**config.mk**
```make
export PLATFORM = sky130hd
export DESIGN_NAME = collatz_seq_ctrl
export DESIGN_NICKNAME = d
export VERILOG_FILES = /design/src/rtl/collatz_seq_ctrl.sv
export SDC_FILE = /design/constraint.sdc
export NUM_CORES = 1
export LEC_CHECK = 0
export CORE_MARGIN = 10
export CORE_UTILIZATION = 53
export CTS_CLUSTER_DIAMETER = 150
export DETAILED_ROUTE_END_ITERATION = 8
export GPL_ROUTABILITY_DRIVEN = 0
export HOLD_SLACK_MARGIN = 0.06
export PLACE_DENSITY = 0.81
export SYNTH_ARGS = -nofsm -noshare
export SYNTH_HDL_FRONTEND = slang
export SYNTH_SLANG_ARGS = --single-unit
```
**constraint.sdc**
```tcl
create_clock -name clk -period 3.3 [get_ports clk]
set_input_delay 0.66 -clock clk [delete_from_list [all_inputs] [get_ports clk]]
set_output_delay 0.66 -clock clk [all_outputs]
set_load 0.01 [all_outputs]
```
**src/rtl/collatz_seq_ctrl.sv**
```systemverilog
// collatz_seq_ctrl: steps a working value along its Collatz trajectory
// (even -> n/2, odd -> 3n+1), one parity decision and one update per clock,
// until the value reaches 1. Tracks total/odd/even step counts and the peak
// value, and reports overflow, timeout or zero input as an error with done.
//
// Ports:
//   clk, rst_n        rising-edge clock, asynchronous active-low reset
//   start, a          run request and start value, sampled only in IDLE
//   abort             synchronous cancel while running (no done pulse)
//   busy              high in RUN and DONE
//   done              one-cycle completion/error pulse
//   err, err_code     error flag and cause (01 overflow, 10 timeout, 11 zero)
//   cur               current working value
//   steps             completed update steps
//   odd_cnt, even_cnt steps taken on odd / even values
//   peak              largest value seen, including the start value
module collatz_seq_ctrl #(
  parameter int unsigned N         = 8,
  parameter int unsigned S         = 8,
  parameter int unsigned MAX_STEPS = 200
) (
  input  logic         clk,
  input  logic         rst_n,
  input  logic         start,
  input  logic         abort,
  input  logic [N-1:0] a,
  output logic         busy,
  output logic         done,
  output logic         err,
  output logic [1:0]   err_code,
  output logic [N-1:0] cur,
  output logic [S-1:0] steps,
  output logic [S-1:0] odd_cnt,
  output logic [S-1:0] even_cnt,
  output logic [N-1:0] peak
);

  // Two extra bits hold 3n+1 for any N-bit n without loss.
  localparam int unsigned WX = N + 2;

  localparam logic [1:0] ERR_NONE = 2'b00;
  localparam logic [1:0] ERR_OVF  = 2'b01;
  localparam logic [1:0] ERR_TMO  = 2'b10;
  localparam logic [1:0] ERR_ZERO = 2'b11;

  typedef enum logic [1:0] {
    IDLE = 2'd0,
    RUN  = 2'd1,
    DONE = 2'd2
  } state_t;

  state_t state;

  logic [WX-1:0] triple_c;
  logic          ovf_c;
  logic [N-1:0]  next_odd_c;
  logic          at_limit_c;

  // Odd-step candidate and its overflow check.
  assign triple_c   = WX'(cur) * WX'(3) + WX'(1);
  assign ovf_c      = |triple_c[WX-1:N];
  assign next_odd_c = triple_c[N-1:0];
  assign at_limit_c = (steps == S'(MAX_STEPS));

  // Sequencer with registered results and status.
  always_ff @(posedge clk or negedge rst_n) begin
    if (!rst_n) begin
      state    <= IDLE;
      busy     <= 1'b0;
      done     <= 1'b0;
      err      <= 1'b0;
      err_code <= ERR_NONE;
      cur      <= '0;
      steps    <= '0;
      odd_cnt  <= '0;
      even_cnt <= '0;
      peak     <= '0;
    end else begin
      case (state)
        IDLE: begin
          done <= 1'b0;
          if (start) begin
            cur      <= a;
            peak     <= a;
            steps    <= '0;
            odd_cnt  <= '0;
            even_cnt <= '0;
            err      <= 1'b0;
            err_code <= ERR_NONE;
            busy     <= 1'b1;
            state    <= RUN;
          end
        end

        RUN: begin
          if (abort) begin
            busy  <= 1'b0;
            state <= IDLE;
          end else if (cur == '0) begin
            err      <= 1'b1;
            err_code <= ERR_ZERO;
            done     <= 1'b1;
            state    <= DONE;
          end else if (cur == N'(1)) begin
            done  <= 1'b1;
            state <= DONE;
          end else if (at_limit_c) begin
            err      <= 1'b1;
            err_code <= ERR_TMO;
            done     <= 1'b1;
            state    <= DONE;
          end else if (!cur[0]) begin
            cur      <= cur >> 1;
            even_cnt <= even_cnt + S'(1);
            steps    <= steps + S'(1);
          end else if (ovf_c) begin
            // Leave cur/steps/peak at the last representable value.
            err      <= 1'b1;
            err_code <= ERR_OVF;
            done     <= 1'b1;
            state    <= DONE;
          end else begin
            cur     <= next_odd_c;
            odd_cnt <= odd_cnt + S'(1);
            steps   <= steps + S'(1);
            if (next_odd_c > peak) begin
              peak <= next_odd_c;
            end
          end
        end

        DONE: begin
          done  <= 1'b0;
          busy  <= 1'b0;
          state <= IDLE;
        end

        default: begin
          done  <= 1'b0;
          busy  <= 1'b0;
          state <= IDLE;
        end
      endcase
    end
  end

endmodule

```
==> impl_results.md, run 1 <==
- Result of the run: completed
- Part of the power in registers: 0.215
- Arrival time at the worst endpoint: 3.36 ns
- Worst R2R Start: cur[2]
- Worst clock skew: 0.0131 ns
- Depth of the worst register-to-register path: 14
- Flip-flop cell with the highest count after synthesis: sky130_fd_sc_hd__dfrtp_1
- Number of distinct library cells after synthesis: 53
- Syn. warnings: 0
- Area of the die: 0.00931 mm^2
- Setup tns final: 0 ns
- Number of antenna violations at the first check in global routing: 0
- Number of endpoints with negative hold slack in the final report: 0
- Delay contributed by the slowest stage of the critical path: 0.46 ns
- Lkg Pwr: between 1.5 and 2 nW
- IR Drop Worst-Case VDD: 0.848 mV
- CTS tree: yes
- Top area cells in the synthesized netlist: sky130_fd_sc_hd__dfrtp_1, sky130_fd_sc_hd__ha_1, sky130_fd_sc_hd__nand2_1, sky130_fd_sc_hd__inv_1, sky130_fd_sc_hd__a21oi_1
- Proportion of power drawn by the clock network: 0.101
- R2R Setup Slk: 0.15 ns
- Seq/Total Area, Yosys: 0.379
- Slew headroom: 0.285
- Total grt overflow: 0
- Worst hold path class: register to register
- RSZ-0062 raised after global routing: false
- Die boundary height: 96.5 um
- Switching power as a share of total power: 0.469
- Maximum clock frequency: 317 MHz
- Clock Root Buffer: sky130_fd_sc_hd__clkbuf_8
- Inserted Diodes: 0
- Maximum Capacitance Violations: 0
- Internal power: roughly 0.0023 W
- Combinational cell fraction of total power: 0.684
- Post-detailed-placement half-perimeter wirelength: about 6000 um
- DR WL/cell: 16.5 um
- Clock sink count: 47
- Net count, final: 446
- Count of H-tree levels built during CTS: 2
- Antenna viol nets, final: 0
- Pin slew with the least headroom to its limit: between 1 and 1.5 ns
- Chip Width: just under 100 um
- Share of synthesized flip-flops with an asynchronous set or reset: 1.00
- Number of primary I/O pins: 57
- Port Buffers: 56
- GRT Resource Usage Total: 0.171
- Standard cell core area: ~0.0056 mm^2
- Clock latency at the later pin of the worst-skew pair: roughly 0.31 ns
- Number of detailed-routing iterations run before antenna repair: 5
- Start-to-end type of the worst setup path: register to register
- Setup Slack @ Placement: 0.103 ns
- Critical path data required time: 3.50 ns
- Worst flop-to-flop path endpoint: peak[4]
- Clock transition time at the flip-flop clock pins of the worst setup and hold paths: 0.09 ns
- Highest-delay cell along the critical path: sky130_fd_sc_hd__dfrtp_2
- Global-route wire length before repair: 12800 um
- Number of register bits inferred by synthesis: between 40 and 50
- Hold WS: 0.496 ns
- Area of the mapped netlist: 0.00310 mm^2
- PnR worst setup slack: 0.145 ns
- Fill cell total of the finished layout: 446
- Critical Path, Cell by Cell: inv_1, ha_2, a21oi_1, nand2_1, a21o_1, a21oi_1, xnor2_2, ha_1, nand2_1, o21ai_0, o21ai_2, o21ai_4, buf_12, mux2_4
- Net count of the mapped netlist: 384
- Post-synth top area share: 0.379
- Biggest area consumer among synthesized cells: sky130_fd_sc_hd__dfrtp_1
- Initial Utilization: 0.556
- Number of synthesized flops with an enable pin: 0
- DR DRC count: 0
- Cell Rows: 27
- Cell count after synthesis: 344
- Buffers from clock root to sink, at most: 2
- CP max FO: 6
- Power dissipated by switching net loads: 0.00207 W
- Mean instance size in the synthesized netlist: approximately 9 um^2
- Share of the clock period used by the worst path: 0.956
- Beginning of the critical path: cur[2]
- Routed via count: 2767
- Wire length reported by the detailed router: approximately 7900 um
- Total power divided by cell area: 1130 mW/mm^2
- Startpoint types: register
- Iteration-0 DRC Markers: around 180
- Synthesis-to-finish area growth: 26.1%
- CP endpoint: peak[4]
- Number of global-route vias before repair: 2658
- Fin. max-slew vios: 0
- Final setup violation count: 0
- Crit. End Element: register
- Average via count per standard cell: 5.78
- Largest net degree at the start of global routing: 48
- Number of buffers inserted for hold repair after clock tree synthesis: 0
- Fraction of final layout cells with drive strength greater than 1: 0.0885
- Number of buffers created by CTS: 5
- Time the worst path needs with I/O delays and setup: 3.15 ns
[stage by stage]
stage / total power, W / util / instances / area, um^2
after floorplan: 0.00288 / - / 344 / 3100
after global placement: 0.00374 / 0.674 / 470 / 3750
after detailed placement: 0.00384 / 0.674 / 470 / 3750
after CTS: 0.00431 / 0.695 / 478 / 3870
after global routing: 0.00477 / 0.701 / 479 / 3910
final: 0.00442 / 0.701 / 479 / 3910
[worst min-delay path by stage]
stage / start / to / slack, ns / cells past startpoint
after floorplan: rst_n / busy / 0.36 / 0
after global placement: err / err / 0.48 / 1
after detailed placement: err / err / 0.49 / 1
after CTS: err / err / 0.51 / 1
after global routing: err / err / 0.52 / 1
final: err / err / 0.50 / 1
[layout make-up]
class / instances / area [um^2] / area share
clock buffers: 6 / 82.6 / 0.0211
clock inverters: 2 / 35.0 / 0.00896
inverters: 33 / 124 / 0.0317
multi-input cells: 253 / 1760 / 0.449
flip-flops and latches: 47 / 1180 / 0.302
well taps: 72 / 90.1 / 0.0230
repair buffers: 66 / 643 / 0.165
[kinds of logic (layout without fill, tap and decap cells)]
kind of cell,Yosys count,in the layout,synth area share
mux,14,14,0.0533
compound gates,83,83,0.174
simple gates,114,114,0.180
buf+inv,44,107,0.0585
flops,47,47,0.379
xor+xnor,14,14,0.0396
fa+ha+maj,28,28,0.115
[cells in the mapped netlist (2+ instances only)]
library cell and instances:
sky130_fd_sc_hd__xor2_1 5, sky130_fd_sc_hd__nand2_1 38, sky130_fd_sc_hd__a21o_1 5, sky130_fd_sc_hd__mux2_1 2
sky130_fd_sc_hd__nor2_1 26, sky130_fd_sc_hd__a21oi_1 22, sky130_fd_sc_hd__o21ai_0 22, sky130_fd_sc_hd__o31ai_1 5
sky130_fd_sc_hd__a222oi_1 2, sky130_fd_sc_hd__o211ai_1 3, sky130_fd_sc_hd__a2bb2oi_1 2, sky130_fd_sc_hd__o21a_1 4
sky130_fd_sc_hd__inv_1 33, sky130_fd_sc_hd__buf_6 2, sky130_fd_sc_hd__xnor2_1 9, sky130_fd_sc_hd__dfrtp_1 47
sky130_fd_sc_hd__ha_1 27, sky130_fd_sc_hd__o21ai_1 2, sky130_fd_sc_hd__o21bai_1 2, sky130_fd_sc_hd__nand3_1 11
sky130_fd_sc_hd__or4_1 4, sky130_fd_sc_hd__and2_1 2, sky130_fd_sc_hd__nor3_1 5, sky130_fd_sc_hd__mux2_2 2
sky130_fd_sc_hd__mux2_4 4, sky130_fd_sc_hd__mux2i_1 6, sky130_fd_sc_hd__or3_1 4, sky130_fd_sc_hd__a31oi_1 2
sky130_fd_sc_hd__nand2b_1 3, sky130_fd_sc_hd__a221oi_1 2, sky130_fd_sc_hd__nor4_1 4, sky130_fd_sc_hd__clkbuf_1 8
sky130_fd_sc_hd__or2_1 2, sky130_fd_sc_hd__nand4_1 8
[registers in the layout (all words and copies together) (netlist names)]
signal / flops
cur: 8
done: 1
err: 1
peak: 8
busy: 1
even_cnt: 8
steps: 8
odd_cnt: 8
state: 2
err_code: 2
[power groups by stage]
stage,sequential [W],combinational (W),clock (W)
CTS,0.000946,0.00291,0.000453
finish,0.000950,0.00302,0.000447
global placement,0.000950,0.00279,0
global route,0.000984,0.00331,0.000480
detailed placement,0.000956,0.00288,0
floorplan,0.000999,0.00188,0
[placed cells by master (no fill, tap or decap), drive strengths merged, types with 5 or more instances in the layout]
master | Yosys | layout
a21o | 5 | 5
a21oi | 22 | 22
buf | 3 | 11
clkbuf | 8 | 6
clkdlybuf4s50 | 0 | 55
dfrtp | 47 | 47
ha | 27 | 27
inv | 33 | 33
mux2 | 8 | 8
mux2i | 6 | 6
nand2 | 38 | 38
nand3 | 11 | 11
nand4 | 8 | 8
nor2 | 26 | 26
nor3 | 5 | 5
o21ai | 25 | 25
o31ai | 5 | 5
xnor2 | 9 | 9
xor2 | 5 | 5
[what timing repair did]
item,4_1_cts,5_1_grt
hold endpoints to repair,0,0
buffers inserted,0,1
endpoints found under the setup margin,0,8
resized for setup,0,6
[worst max-delay path, delay by kind of cell (launching register included)]
| kind | cells | cell delay (ns) |
|---|---|---|
| buffers and inverters | 2 | 0.24 |
| multiplexers | 1 | 0.29 |
| flip-flops | 1 | 0.46 |
| AND/OR/NAND/NOR | 2 | 0.17 |
| XOR/XNOR | 1 | 0.12 |
| adder cells (fa/ha/maj) | 2 | 0.64 |
| AO/OA/AOI/OAI | 6 | 1.13 |
[metal layers]
layer	vias to the layer above	track usage	wire length, um
met5	-	0	0
met4	0	0.0630	92
li1	1338	-	-
met2	86	0.287	3970
met3	10	0.0455	566
met1	1333	0.207	3280
No activity file was read; power rests on OpenSTA's default activity.
==> run 2: changes to the inputs <==
SETUP_SLACK_MARGIN = 0.3   (was not set)
==> run 2 against run 1 <==
Compared with the run above: sequential power is 0.7% higher; first-iteration DRC count is 16% higher; clock skew is 0.0045 ns lower; die area stayed put; non-clock buffer count is 11 higher; sequential share of layout area is 1.4 points lower; largest power group unchanged.
==> impl_results.md, run 2 (synthesis gave the netlist of run 1 again) <==
- Fraction of final layout cells with drive strength greater than 1: 0.153
- Standard cell core area: 0.00557 mm^2
- Port Buffers: 56
- Die boundary height: 96.5 um
- CP max FO: 6
- Internal power: 0.00262 W
- Pin slew with the least headroom to its limit: 1.07 ns
- Total power divided by cell area: between 1000 and 1500 mW/mm^2
- Arrival time at the worst endpoint: 3.23 ns
- Lkg Pwr: 1.83 nW
- Cell class contributing the biggest share of worst-path delay: adder cells
- Maximum clock frequency: 330 MHz
- Number of buffers created by CTS: 5
- Area of the die: about 0.0093 mm^2
- DR WL/cell: 17.4 um
- Proportion of power drawn by the clock network: 0.091
- Switching power as a share of total power: 0.466
- Power dissipated by switching net loads: 0.00229 W
- Clock transition time at the flip-flop clock pins of the worst setup and hold paths: 0.09 ns
- Share of the clock period used by the worst path: 0.918
- Placed cell area: around 0.0038 mm^2
- Wire length reported by the detailed router: around 8500 um
- Time the worst path needs with I/O delays and setup: 3.03 ns
- DR DRC count: 0
- Number of detailed-routing iterations run before antenna repair: 5
- Worst path bufs/invs: 2
- Buffers from clock root to sink, at most: 2
- Cell Rows: 27
- Total grt overflow: 0
- Final design area excluding fillers: 0.00410 mm^2
- RSZ-0062 raised after global routing: true
- Net count, final: 457
- Fin. max-slew vios: 0
- Worst hold path class: register to register
- CTS tree: yes
- Crit path top cell by count: sky130_fd_sc_hd__ha_1
- Inserted Diodes: 0
- IR Drop Worst-Case VDD: 0.895 mV
- Clock latency at the later pin of the worst-skew pair: just over 0.3 ns
- Iteration-0 DRC Markers: roughly 210
- Synthesis-to-finish area growth: 32.3%
- Fill cell total of the finished layout: 399
- Start-to-end type of the worst setup path: register to register
- Depth of the worst register-to-register path: 13
- Highest-delay cell along the critical path: sky130_fd_sc_hd__dfrtp_2
- Part of the power in registers: 0.195
- Number of antenna violations at the first check in global routing: 0
- Global-route wire length before repair: ~13000 um
- Critical path data required time: 3.50 ns
- Startpoint types: register
- Result of the run: completed
- Maximum Capacitance Violations: 0
- GRT Resource Usage Total: 0.177
- Number of global-route vias before repair: 2736
- Initial Utilization: 0.556
- Largest net degree at the start of global routing: 48
- Setup Slack @ Placement: 0.103 ns
- Most frequent cells in the layout: sky130_fd_sc_hd__clkdlybuf4s50_1, sky130_fd_sc_hd__dfrtp_1, sky130_fd_sc_hd__nand2_1
- Area occupied by registers: 0.00118 mm^2
- Crit. End Element: register
- Multi-input logic area: between 0.0015 and 0.002 mm^2
- R2R Setup Slk: about 0.27 ns
- Count of H-tree levels built during CTS: 2
- Post-Layout Cell Count: between 400 and 500
- Leading cell type in the layout, fill and taps excluded: sky130_fd_sc_hd__clkdlybuf4s50_1
- Combinational cell fraction of total power: 0.714
- Clock sink count: 47
- Number of primary I/O pins: 57
- Critical Path, Cell by Cell: inv_2, ha_1, a21oi_1, nand4b_1, nand2_1, xnor2_2, inv_1, ha_1, nand4_1, nor2_2, o21ai_2, o21ai_4, mux2_4
- Clock Root Buffer: sky130_fd_sc_hd__clkbuf_8
- Worst clock skew: 0.00868 ns
- Chip Width: 96.5 um
- PnR worst setup slack: 0.272 ns
- Slew headroom: 0.288
- Routed via count: 2849
- Antenna viol nets, final: 0
- Final setup violation count: 0
- Average via count per standard cell: 5.81
- Total placed cells including tap cells: 470
- Instance count on the critical path: 13
- Delay contributed by the slowest stage of the critical path: between 0.4 and 0.5 ns
- Number of endpoints with negative hold slack in the final report: 0
- Number of stages on the worst hold path: 1
- Post-detailed-placement half-perimeter wirelength: 5970 um
- Number of buffers inserted for hold repair after clock tree synthesis: 0
- Setup tns final: 0 ns
-- run 2: per-stage QoR --
step                power [W]   util  hold slack, ns
floorplan             0.00288      -           0.364
global placement      0.00374  0.674           0.481
detailed placement    0.00384  0.674           0.488
CTS                   0.00453  0.709           0.507
global route          0.00527  0.735           0.518
finish                0.00491  0.735           0.499
-- run 2: worst reg2reg max path, cell delays in order, from the launching register on --
cell	delay, ns
sky130_fd_sc_hd__dfrtp_2	0.46
sky130_fd_sc_hd__inv_2	0.09
sky130_fd_sc_hd__ha_1	0.32
sky130_fd_sc_hd__a21oi_1	0.16
sky130_fd_sc_hd__nand4b_1	0.17
sky130_fd_sc_hd__nand2_1	0.12
sky130_fd_sc_hd__xnor2_2	0.26
sky130_fd_sc_hd__inv_1	0.07
sky130_fd_sc_hd__ha_1	0.29
sky130_fd_sc_hd__nand4_1	0.14
sky130_fd_sc_hd__nor2_2	0.15
sky130_fd_sc_hd__o21ai_2	0.09
sky130_fd_sc_hd__o21ai_4	0.27
sky130_fd_sc_hd__mux2_4	0.33
-- run 2: area by class of cell --
| cell class | instances | area share |
|---|---|---|
| Tap cell | 72 | 0.0220 |
| Multi-Input combinational cell | 253 | 0.455 |
| Timing Repair Buffer | 77 | 0.177 |
| Clock inverter | 2 | 0.00855 |
| Clock buffer | 6 | 0.0201 |
| Inverter | 33 | 0.0302 |
| Sequential cell | 47 | 0.288 |
-- run 2: final timing paths --
kind / startpoint / end
max: cur[1] / peak[4]
min: err / err
max reg2reg: cur[1] / peak[4]
min reg2reg: err / err
max in group asynchronous: rst_n / cur[1]
min in group asynchronous: rst_n / odd_cnt[2]
-- run 2: repair_timing --
item	in CTS	in global routing
buffers inserted	3	9
endpoints found under the setup margin	8	9
resized for setup	14	16
endpoints found under the hold margin	0	0
pin swaps	6	13
-- run 2: routing by layer --
metal / GRT usage / routed length [um] / share of wire / up-vias
met5: 0 / 0 / 0 / -
li1: - / - / - / 1358
met1: 0.211 / 3440 / 0.40 / 1372
met2: 0.305 / 4280 / 0.50 / 98
met4: 0.0593 / 191 / 0.022 / 0
met3: 0.0409 / 625 / 0.073 / 21
-- run 2: power by group through the flow --
stage               Clock [W]  Combinational (W)  Sequential [W]
floorplan                   0            0.00188        0.000999
global placement            0            0.00279        0.000950
detailed placement          0            0.00288        0.000956
CTS                  0.000453            0.00313        0.000946
global route         0.000481            0.00381        0.000982
finish               0.000447            0.00351        0.000957
==> RTL edit (settings of run 2) <==
Add an input register stage for `start`, `abort` and `a`, without a reset; this delays them by one clock.
--- a/src/rtl/collatz_seq_ctrl.sv
+++ b/src/rtl/collatz_seq_ctrl.sv
@@ -50,4 +50,14 @@
   } state_t;
 
+  logic start_q;
+  logic abort_q;
+  logic [N-1:0] a_q;
+
+  always_ff @(posedge clk) begin
+    start_q <= start;
+    abort_q <= abort;
+    a_q     <= a;
+  end
+
   state_t state;
 
@@ -80,7 +90,7 @@
         IDLE: begin
           done <= 1'b0;
-          if (start) begin
-            cur      <= a;
-            peak     <= a;
+          if (start_q) begin
+            cur      <= a_q;
+            peak     <= a_q;
             steps    <= '0;
             odd_cnt  <= '0;
@@ -94,5 +104,5 @@
 
         RUN: begin
-          if (abort) begin
+          if (abort_q) begin
             busy  <= 1'b0;
             state <= IDLE;
Check against the original RTL: not equivalent (Yosys sat finds a counterexample within 4 cycles, from zero or initial values and one cycle with rst_n low).
==> RTL edit against run 2 <==
- the flow now finishes with violations (negative setup slack)
- sequential cell count is 10 higher
- cell area is 21% higher
- area after synthesis is 15% higher
- non-clock buffer count is 23 higher
- count of clock-buffer cells in the layout is 7 higher
- wire length is 42% higher
- worst setup slack worse by 310 ps
- sequential share of layout area is 0.80 points lower
- critical endpoint is now peak[7]
- largest cell class unchanged
Power is not shown: default switching activity piles up to over one toggle a cycle in this logic, so the estimate is an artifact.
==> RTL edit: results (changes against run 2) <==
Run status
  • Outcome: finished with violations
  • Violated checks: negative setup slack

Detailed routing
  • Routed met2 length: 5719 um (+34%)
  • Drt first pass iters: 6 (+1)
  • Met1 WL: 4621 um (+34%)
  • Top Metal Used: met4
  • DR iter-0 viols: 358 (+69%)
  • DRT Wirelength: 12140 um (+42%)
  • WL met3: 1076 um (+72%)
  • Vias per std cell: 6.394 (+10%)

STA
  • Setup WS post-layout: -39.30 ps (-310.8 ps)
  • Skew final: 6.418 ps (-2.261 ps)
  • Worst hold slack: 386.4 ps (-113.0 ps)
  • Setup violators final: 4 (+4)
  • Setup TNS: -115.4 ps (-115.4 ps)
  • Slew @ Worst Pin: 815.0 ps (-253.0 ps)

Placed design
  • Port bufs: 56 (unchanged)
  • Placed cell areas: 0.004257 sq mm (+13%)
  • Final HPWL DP: 6963 um (+17%)
  • Placement Setup Slack: 37.76 ps (-64.75 ps)

Hold path
  • Min-Delay Path Class: input pin to asynchronous set/reset pin

Clock tree
  • PostCTS Resize Cnt: 16 (+2)
  • Max clock buf depth: 2 (unchanged)
  • Htree depth: 3 (+1)
  • Clock-pin slew on the worst setup and hold paths: 70 ps (-20 ps)
  • Clock buffer count from CTS: 9 (+4)
  • Clock Latency Late Sink: 350 ps (+40 ps)
  • Post-CTS Setup Inserts: 25 (+22)

Synth
  • Synth Instances: 366 (+6.4%)
  • Ranking of synthesized cells by area: dfrtp_1 33%, ha_1 9.5%, mux2i_1 6.2%
  • FFs w/ async S/R, synth: 0.8246 (-0.1754)
  • Synthesized net count: 406 (+5.7%)
  • Post-synth top flop: dfrtp_1
  • Most frequent cells after synthesis: 47 x dfrtp_1, 36 x nand2_1, 27 x a21oi_1, 27 x ha_1, 26 x nor2_1
  • Sequential share of the synthesized area: 0.3852 (+0.005663)
  • YS warnings: 0 (unchanged)
  • Synth cell types: 64 (+21%)

GRT
  • Vias in the first global route: 3469 (+27%)
  • First-pass GRT wire length: 17820 um (+35%)
  • Largest net degree at the start of global routing: 34 (-29%)
  • Met2 Track Usage GR: 0.3452 (+0.04006)
  • Met3 Use GR: 0.04926 (+0.008394)
  • Met1 Usage GRT: 0.2557 (+0.04485)
  • Tot GR Track Use: 0.2171 (+0.04053)

Setup path
  • Slowest stage delay, CP: 450 ps
  • Slowest-stage cell, CP: dfrtp_2
  • Crit. Startpoint: cur[0]
  • Reg-to-Reg End: peak[7]
  • Largest delay share family, worst path: compound AO/OA/AOI/OAI gates
  • Worst reg2reg path depth: 15 (+2)
  • CP Max Fanout: 5 (-1)
  • Worst EP arrival: 3580 ps (+350 ps)
  • Crit path to: peak[7]

Finish
  • Post-route cell area: 0.004941 sq mm (+21%)
  • Final nets: 504 (+10%)
  • Antenna cells: 0 (unchanged)
  • Post-Layout Cell Count: 546 (+11%)
  • Layout cells sized above 1: 0.2409 (+0.08783)
==> RTL edit: cell count changes in the layout (fill, tap and decap cells not counted), moves of 5 or more <==
cell      delta
inv_1       -12
o21ai_0     -11
mux2i_1     +16
buf_6       +12
dfxtp_1     +10
ha_1         -5
buf_4       +11
a211oi_1     +6
nand2b_1    +10
==> RTL edit: logic make-up (layout without fill, tap and decap cells) <==
family,count (synthesis),after routing,synth area share
and+or+nand+nor,114,114,0.1583
AOI/OAI and AO/OA,88,88,0.1947
DFF,57,57,0.3852
buffers and inverters,39,142,0.04692
muxes,29,29,0.08788
adders and majority gates,28,28,0.1001
xor gates and xnor gates,11,11,0.02696
==> RTL edit: layout make-up <==
class | count | area [sq um]
Clock buffer | 13 | 148.9
Multi-Input combinational cell | 270 | 2203
Tap cell | 77 | 96.34
Inverter | 26 | 103.9
Clock inverter | 3 | 65.06
Fill cell | 399 | 1518
Sequential cell | 57 | 1381
Timing Repair Buffer | 100 | 942.2
